<file path="src/rtl/riscv_pkg.sv">
// Shared RV32I core definitions: canonical NOP, base opcodes and fetch FSM states.
package riscv_pkg;

    localparam logic [31:0] NOP_INSTR = 32'h0000_0013;  // addi x0, x0, 0

    localparam logic [6:0] OP_R      = 7'b0110011;
    localparam logic [6:0] OP_I      = 7'b0010011;
    localparam logic [6:0] OP_LOAD   = 7'b0000011;
    localparam logic [6:0] OP_STORE  = 7'b0100011;
    localparam logic [6:0] OP_BRANCH = 7'b1100011;
    localparam logic [6:0] OP_JAL    = 7'b1101111;
    localparam logic [6:0] OP_JALR   = 7'b1100111;

    typedef enum logic {
        BOOT = 1'b0,
        RUN  = 1'b1
    } fetch_state_t;

endpackage

</file>
<file path="src/rtl/fetch_stage_if.sv">
// Fetch-stage bundle: hazard/redirect controls, instruction-memory port and IF/ID outputs.
interface fetch_stage_if #(
    parameter int XLEN = 32
);
    logic            stall_f;
    logic            stall_d;
    logic            flush_d;
    logic            pc_src_e;
    logic [XLEN-1:0] pc_target_e;
    logic [XLEN-1:0] imem_addr;
    logic [31:0]     imem_rdata;
    logic [31:0]     instr_d;
    logic [6:0]      opcode_d;
    logic [XLEN-1:0] pc_d;
    logic [XLEN-1:0] pc_plus4_d;
    logic            valid_d;

    modport master (
        input  stall_f, stall_d, flush_d, pc_src_e, pc_target_e, imem_rdata,
        output imem_addr, instr_d, opcode_d, pc_d, pc_plus4_d, valid_d
    );

    modport slave (
        output stall_f, stall_d, flush_d, pc_src_e, pc_target_e, imem_rdata,
        input  imem_addr, instr_d, opcode_d, pc_d, pc_plus4_d, valid_d
    );
endinterface

</file>
<file path="src/rtl/fetch_stage_if_id_reg.sv">
// IF/ID pipeline register: flush beats stall beats load; flush inserts a NOP bubble.
module if_id_reg
    import riscv_pkg::*;
#(
    parameter int XLEN = 32
) (
    input  logic            clk,
    input  logic            rst,
    input  logic            flush_i,
    input  logic            stall_i,
    input  logic            valid_i,
    input  logic [31:0]     instr_i,
    input  logic [XLEN-1:0] pc_i,
    input  logic [XLEN-1:0] pc_plus4_i,
    output logic [31:0]     instr_o,
    output logic [XLEN-1:0] pc_o,
    output logic [XLEN-1:0] pc_plus4_o,
    output logic            valid_o
);
    logic [31:0]     instr_q, instr_d;
    logic [XLEN-1:0] pc_q, pc_d, pc_plus4_q, pc_plus4_d;
    logic            valid_q, valid_d;

    always_comb begin
        instr_d    = instr_q;
        pc_d       = pc_q;
        pc_plus4_d = pc_plus4_q;
        valid_d    = valid_q;
        if (flush_i) begin
            instr_d = NOP_INSTR;
            valid_d = 1'b0;
        end else if (!stall_i) begin
            instr_d    = instr_i;
            pc_d       = pc_i;
            pc_plus4_d = pc_plus4_i;
            valid_d    = valid_i;
        end
    end

    always_ff @(posedge clk or posedge rst) begin
        if (rst) begin
            instr_q    <= NOP_INSTR;
            pc_q       <= '0;
            pc_plus4_q <= '0;
            valid_q    <= 1'b0;
        end else begin
            instr_q    <= instr_d;
            pc_q       <= pc_d;
            pc_plus4_q <= pc_plus4_d;
            valid_q    <= valid_d;
        end
    end

    assign instr_o    = instr_q;
    assign pc_o       = pc_q;
    assign pc_plus4_o = pc_plus4_q;
    assign valid_o    = valid_q;
endmodule

</file>
<file path="src/rtl/fetch_stage.sv">
// RV32I instruction fetch: PC register, BOOT/RUN FSM and IF/ID register.
// Define FETCH_PERF_CNT_EN to add saturating fetch/flush performance counters.
module fetch_stage
    import riscv_pkg::*;
#(
    parameter int              XLEN     = 32,
    parameter logic [XLEN-1:0] RESET_PC = '0
`ifdef FETCH_PERF_CNT_EN
    ,
    parameter int              CNT_W    = 32
`endif
) (
    input  logic             clk,
    input  logic             rst,
    fetch_stage_if.master    bus
`ifdef FETCH_PERF_CNT_EN
    ,
    output logic [CNT_W-1:0] fetch_cnt,
    output logic [CNT_W-1:0] flush_cnt
`endif
);
    fetch_state_t    state_q, state_d;
    logic [XLEN-1:0] pc_q, pc_nxt_d, pc_plus4_f, target_aligned;
    logic            load_vld;

    assign pc_plus4_f     = pc_q + XLEN'(4);
    assign target_aligned = bus.pc_target_e & ~XLEN'(3);

    // In BOOT the PC holds so the word at RESET_PC is refetched once memory has settled.
    always_comb begin
        state_d  = state_q;
        pc_nxt_d = pc_plus4_f;
        load_vld = 1'b0;
        if (state_q == BOOT) begin
            state_d = RUN;
        end else begin
            load_vld = 1'b1;
        end
        if (bus.pc_src_e) begin
            pc_nxt_d = target_aligned;
        end else if (bus.stall_f || state_q == BOOT) begin
            pc_nxt_d = pc_q;
        end
    end

    always_ff @(posedge clk or posedge rst) begin
        if (rst) begin
            state_q <= BOOT;
            pc_q    <= RESET_PC;
        end else begin
            state_q <= state_d;
            pc_q    <= pc_nxt_d;
        end
    end

    assign bus.imem_addr = pc_q;

    if_id_reg #(.XLEN(XLEN)) u_if_id (
        .clk        (clk),
        .rst        (rst),
        .flush_i    (bus.flush_d),
        .stall_i    (bus.stall_d),
        .valid_i    (load_vld),
        .instr_i    (bus.imem_rdata),
        .pc_i       (pc_q),
        .pc_plus4_i (pc_plus4_f),
        .instr_o    (bus.instr_d),
        .pc_o       (bus.pc_d),
        .pc_plus4_o (bus.pc_plus4_d),
        .valid_o    (bus.valid_d)
    );

    assign bus.opcode_d = bus.instr_d[6:0];

`ifdef FETCH_PERF_CNT_EN
    logic [CNT_W-1:0] fetch_cnt_q, fetch_cnt_d, flush_cnt_q, flush_cnt_d;

    function automatic logic [CNT_W-1:0] sat_inc(input logic [CNT_W-1:0] v);
        return (&v) ? v : v + CNT_W'(1);
    endfunction

    always_comb begin
        fetch_cnt_d = fetch_cnt_q;
        flush_cnt_d = flush_cnt_q;
        if (!bus.flush_d && !bus.stall_d && load_vld) fetch_cnt_d = sat_inc(fetch_cnt_q);
        if (bus.flush_d && bus.valid_d)               flush_cnt_d = sat_inc(flush_cnt_q);
    end

    always_ff @(posedge clk or posedge rst) begin
        if (rst) begin
            fetch_cnt_q <= '0;
            flush_cnt_q <= '0;
        end else begin
            fetch_cnt_q <= fetch_cnt_d;
            flush_cnt_q <= flush_cnt_d;
        end
    end

    assign fetch_cnt = fetch_cnt_q;
    assign flush_cnt = flush_cnt_q;
`endif
endmodule

</file>
<file path="src/flat_wrapper.sv">
// flat-port wrapper written by rule: the top's interface ports become plain ports
module fetch_stage_flat import riscv_pkg::*;
#(
    parameter int              XLEN     = 32,
    parameter logic [XLEN-1:0] RESET_PC = '0

)
  (clk, rst, bus_stall_f, bus_stall_d, bus_flush_d, bus_pc_src_e, bus_pc_target_e, bus_imem_rdata, bus_imem_addr, bus_instr_d, bus_opcode_d, bus_pc_d, bus_pc_plus4_d, bus_valid_d);
  fetch_stage_if #(.XLEN(XLEN)) bus_i ();
  input  logic clk;
  input  logic rst;
  input wire logic [$bits(bus_i.stall_f)-1:0] bus_stall_f;
  input wire logic [$bits(bus_i.stall_d)-1:0] bus_stall_d;
  input wire logic [$bits(bus_i.flush_d)-1:0] bus_flush_d;
  input wire logic [$bits(bus_i.pc_src_e)-1:0] bus_pc_src_e;
  input wire logic [$bits(bus_i.pc_target_e)-1:0] bus_pc_target_e;
  input wire logic [$bits(bus_i.imem_rdata)-1:0] bus_imem_rdata;
  output wire logic [$bits(bus_i.imem_addr)-1:0] bus_imem_addr;
  output wire logic [$bits(bus_i.instr_d)-1:0] bus_instr_d;
  output wire logic [$bits(bus_i.opcode_d)-1:0] bus_opcode_d;
  output wire logic [$bits(bus_i.pc_d)-1:0] bus_pc_d;
  output wire logic [$bits(bus_i.pc_plus4_d)-1:0] bus_pc_plus4_d;
  output wire logic [$bits(bus_i.valid_d)-1:0] bus_valid_d;
  assign bus_i.stall_f = bus_stall_f;
  assign bus_i.stall_d = bus_stall_d;
  assign bus_i.flush_d = bus_flush_d;
  assign bus_i.pc_src_e = bus_pc_src_e;
  assign bus_i.pc_target_e = bus_pc_target_e;
  assign bus_i.imem_rdata = bus_imem_rdata;
  assign bus_imem_addr = bus_i.imem_addr;
  assign bus_instr_d = bus_i.instr_d;
  assign bus_opcode_d = bus_i.opcode_d;
  assign bus_pc_d = bus_i.pc_d;
  assign bus_pc_plus4_d = bus_i.pc_plus4_d;
  assign bus_valid_d = bus_i.valid_d;
  fetch_stage #(.XLEN(XLEN), .RESET_PC(RESET_PC)) u_core (.clk(clk), .rst(rst), .bus(bus_i));
endmodule
</file>
<file path="config.mk">
export PLATFORM = sky130hd
export DESIGN_NAME = fetch_stage_flat
export DESIGN_NICKNAME = d
export VERILOG_FILES = /design/src/rtl/riscv_pkg.sv /design/src/rtl/fetch_stage_if.sv /design/src/rtl/fetch_stage_if_id_reg.sv /design/src/rtl/fetch_stage.sv /design/src/flat_wrapper.sv
export SDC_FILE = /design/constraint.sdc
export NUM_CORES = 1
export LEC_CHECK = 0
export BUFFER_PORTS_ARGS = -buffer_cell sky130_fd_sc_hd__buf_2
export CAP_MARGIN = 25
export CORE_MARGIN = 2
export CORE_UTILIZATION = 50
export CTS_CLUSTER_DIAMETER = 30
export CTS_CLUSTER_SIZE = 16
export DETAILED_ROUTE_END_ITERATION = 10
export PLACE_DENSITY = 0.88
export SLEW_MARGIN = 15
export SYNTH_ARGS = -nofsm -noshare
export SYNTH_HDL_FRONTEND = slang
export SYNTH_SLANG_ARGS = --single-unit
</file>
<file path="constraint.sdc">
create_clock -name clk -period 6.2 [get_ports clk]
set_input_delay 1.86 -clock clk [delete_from_list [all_inputs] [get_ports clk]]
set_output_delay 1.86 -clock clk [all_outputs]
set_load 0.02 [all_outputs]
</file>
==> flow_metrics.py <==
metrics = {
    "sta": {
        "maxSlewHeadroom_pct": 32.82,
        "clock_skew_ns": 0.005145,
        "min_period_ns": 3.516,
        "maxSlewViolCount": 0,
        "fin_crit_sh_pct": 56.71,
        "rsz0062_at_grt": "no",
        "max_clock_freq_mhz": 284.4,
        "finalHoldViolCount": 0,
        "setup_viol": 0,
        "hold_slack_ns": 0.4714,
        "final.setup.tns_ns": 0,
        "worst_pin_slew_ns": 0.9984,
    },
    "logic_synthesis": {
        "synth-edff-count": 0,
        "yosysUniqueCellTypes": 43,
        "netlist_area_mm2": 0.005932,
        "synth_top_area_share_pct": 51.04,
        "yosysTopAreaCell": "dfrtp_1",
        "synth_seq_cells": 124,
        "yosysWarnings": 0,
        "synth_ff_type": "dfrtp_1",
        "synth.yosys.seq_area_share_pct": 52.37,
        "ys_top_cells_by_area": "dfrtp_1 (51%), nand2_1 (8.9%), mux2i_1 (5.2%), nor2_1 (3.9%), o21ai_0 (3.4%)",
        "async_flop_share_pct": 100.0,
        "avgSynthCellArea_um2": 9.283,
        "synth_cells": 639,
    },
    "cts": {
        "cts_resized": 0,
        "clkSlewWorstSetupHoldPaths_ns": 0.06,
        "h-tree-depth": 4,
        "cts_hold_buf": 0,
        "cts_num_sinks": 124,
        "clockBufferDepth": 2,
        "postCtsSetupBuffers": 0,
        "cts_tree": "yes",
        "clk_latency_ns": 0.41,
        "cts_made_buffers": 17,
        "cts_root_buffer": "clkbuf_16",
    },
    "drt": {
        "wl_mm": 16.30,
        "ant_nets": 0,
        "routed.top_layer": "met4",
        "wl_met2_mm": 7.679,
        "viasPerCell": 5.665,
        "wl_per_cell_um": 17.10,
        "drt_pass1_iterations": 8,
        "route.met3.wl_mm": 1.539,
        "met1_length_mm": 6.568,
        "vias": 5399,
        "drtIter0Drc": 595,
        "route.detailed.drc": 19,
    },
    "final_layout": {
        "final_util_pct": 64.69,
        "diodes": 0,
        "drive_above_1_share_pct": 30.37,
        "area_growth_pct": 25.59,
        "n_fill_cell": 952,
        "nNetsFinal": 868,
        "final-instance-count-excl-fill": 953,
    },
    "hold_path": {
        "hp-class": "flop to flop",
        "whs_endpoint": "u_core.u_if_id.pc_o[28]",
        "hold-path-cell-count": 2,
        "min_from": "u_core.u_if_id.pc_o[28]",
    },
    "floorplanning": {
        "die_w_um": 112.9,
        "die_h_um": 112.9,
        "start_util_pct": 51.51,
        "ios": 206,
        "row_count": 39,
        "dieArea_mm2": 0.01275,
        "coreArea_mm2": 0.01152,
    },
    "global_route": {
        "gr-usage-all-layers_pct": 26.31,
        "overflow": 0,
        "grt_pass1_wl_mm": 26.13,
        "antenna_found_initial": 0,
        "grt_max_degree": 48,
        "grt_pass1_vias": 5032,
    },
    "run_status": {
        "violations": "DRC",
        "status": "complete, but fails checks",
    },
    "worst_setup_path": {
        "cp-startpoint": "bus_pc_src_e",
        "r2r_slack_ns": 3.24,
        "crit_type": "primary input to flop",
        "r2r.worst_path.cells": 4,
        "critPathRequiredTime_ns": 6.45,
        "reg2reg_to": "u_core.u_if_id.pc_plus4_o[27]",
        "endpoint_kind": "flop",
        "r2r_start": "u_core.bus.imem_addr[6]",
        "critPathArrivalTime_ns": 3.77,
        "cp_max_fo": 42,
        "cp-start-kind": "primary input",
    },
    "placed_design": {
        "place_hpwl_mm": 11.22,
        "io_buffers": 197,
        "dp_cells": 921,
        "gp_congestion": 0.8660,
    },
    "pwr": {
        "p_leak_nw": 3.659,
        "max-vdd-ir-drop_mv": 0.1865,
        "p_per_area_mw_per_mm2": 321.6,
    },
    "flow_run": {
        "cap_violations": 0,
    },
}
-- cell families (layout without fill, tap and decap cells) --
logic type      count (synthesis)  in the layout  share of synthesized area [%]
buf+inv                        73            239                          5.758
mux                            31             31                          5.231
fa+ha+maj                       1              1                         0.2109
simple gates                  293            293                          23.08
flops                         124            124                          52.37
xor+xnor                       26             26                          3.839
other cells                     2              7                         0.1266
compound gates                 89             89                          9.386
-- power by group --
part | internal, mW | leakage, nW | switching (mW)
Sequential | 0.899 | 1.53 | 0.0873
Clock | 0.630 | 0.291 | 0.351
Combinational | 0.146 | 1.84 | 0.282
-- placed cells by master, fill, tap and decap left out, drive strengths merged, types with 3 or more instances in the layout --
cell type / Yosys / layout
and4: 3 / 3
o21ai: 40 / 40
xor2: 9 / 9
or4: 21 / 21
xnor2: 17 / 17
dfstp: 3 / 3
clkinvlp: 0 / 3
nor2b: 4 / 4
nand3: 12 / 12
dfrtp: 121 / 121
or2: 4 / 4
a31oi: 22 / 22
o311ai: 4 / 4
nand2: 141 / 141
o211ai: 5 / 5
nor4: 6 / 6
o31ai: 11 / 11
or3: 11 / 11
inv: 4 / 4
buf: 22 / 202
nor2: 61 / 61
nor3: 8 / 8
clkinv: 1 / 7
conb: 2 / 7
clkbuf: 46 / 21
mux2i: 31 / 31
a211o: 4 / 4
nand4: 14 / 14
-- layout make-up --
cell class                      instances  area [um^2]  share of cell area [%]
Clock buffer                           21        480.5                   6.449
Clock inverter                         11        116.4                   1.562
Inverter                                5        21.27                  0.2855
Multi-Input combinational cell        447         2510                   33.69
Sequential cell                       124         3107                   41.70
Tap cell                              143        178.9                   2.402
Timing Repair Buffer                  202         1036                   13.91
-- through the flow --
stage                     cell area, um^2  power (mW)  setup slack [ns]
after global routing                 7450       2.507             2.455
after floorplan                      5951       1.261             1.046
final                                7450       2.396             2.684
after global placement               6833       1.411             2.347
after CTS                            7450       2.410             2.737
after detailed placement             6853       1.426             2.314
-- worst max-delay path by stage --
stage / endpoint / slack [ns] / cells past startpoint
final: u_core.bus.imem_addr[30] / 2.68 / 4
after global routing: u_core.bus.imem_addr[30] / 2.46 / 4
after CTS: u_core.bus.imem_addr[30] / 2.74 / 4
after detailed placement: u_core.bus.imem_addr[30] / 2.31 / 4
after global placement: u_core.bus.imem_addr[31] / 2.35 / 5
after floorplan: u_core.bus.imem_addr[10] / 1.05 / 1
-- synthesized netlist by cell type (all sizes together) (2+ instances only) --
cell      n
nand2   141
dfrtp   121
nor2     61
clkbuf   46
o21ai    40
mux2i    31
a31oi    22
buf      22
or4      21
xnor2    17
nand4    14
nand3    12
o31ai    11
or3      11
xor2      9
nor3      8
nor4      6
o211ai    5
a211o     4
inv       4
nor2b     4
o311ai    4
or2       4
and4      3
dfstp     3
and2      2
and3      2
conb      2
or4b      2
-- state kept, by name (all words and copies together) (netlist names) --
| name | count |
|---|---|
| u_core.bus.imem_addr | 30 |
| u_core.u_if_id.valid_o | 1 |
| u_core.u_if_id.pc_o | 30 |
| u_core.u_if_id.instr_o | 32 |
| u_core.state_q | 1 |
| u_core.u_if_id.pc_plus4_o | 30 |
-- routing by layer --
metal / track usage, % / vias to the layer above
li1: - / 2498
met1: 34.59 / 2550
met2: 41.41 / 306
met3: 6.213 / 45
met4: 12.76 / 0
met5: 0 / -
-- critical path: stages --
cell      delay [ns]
buf_2           0.53
clkinv_1        0.81
o311ai_0        0.35
o311ai_0        0.22
Note: power is estimated with default switching activity, not from simulation.
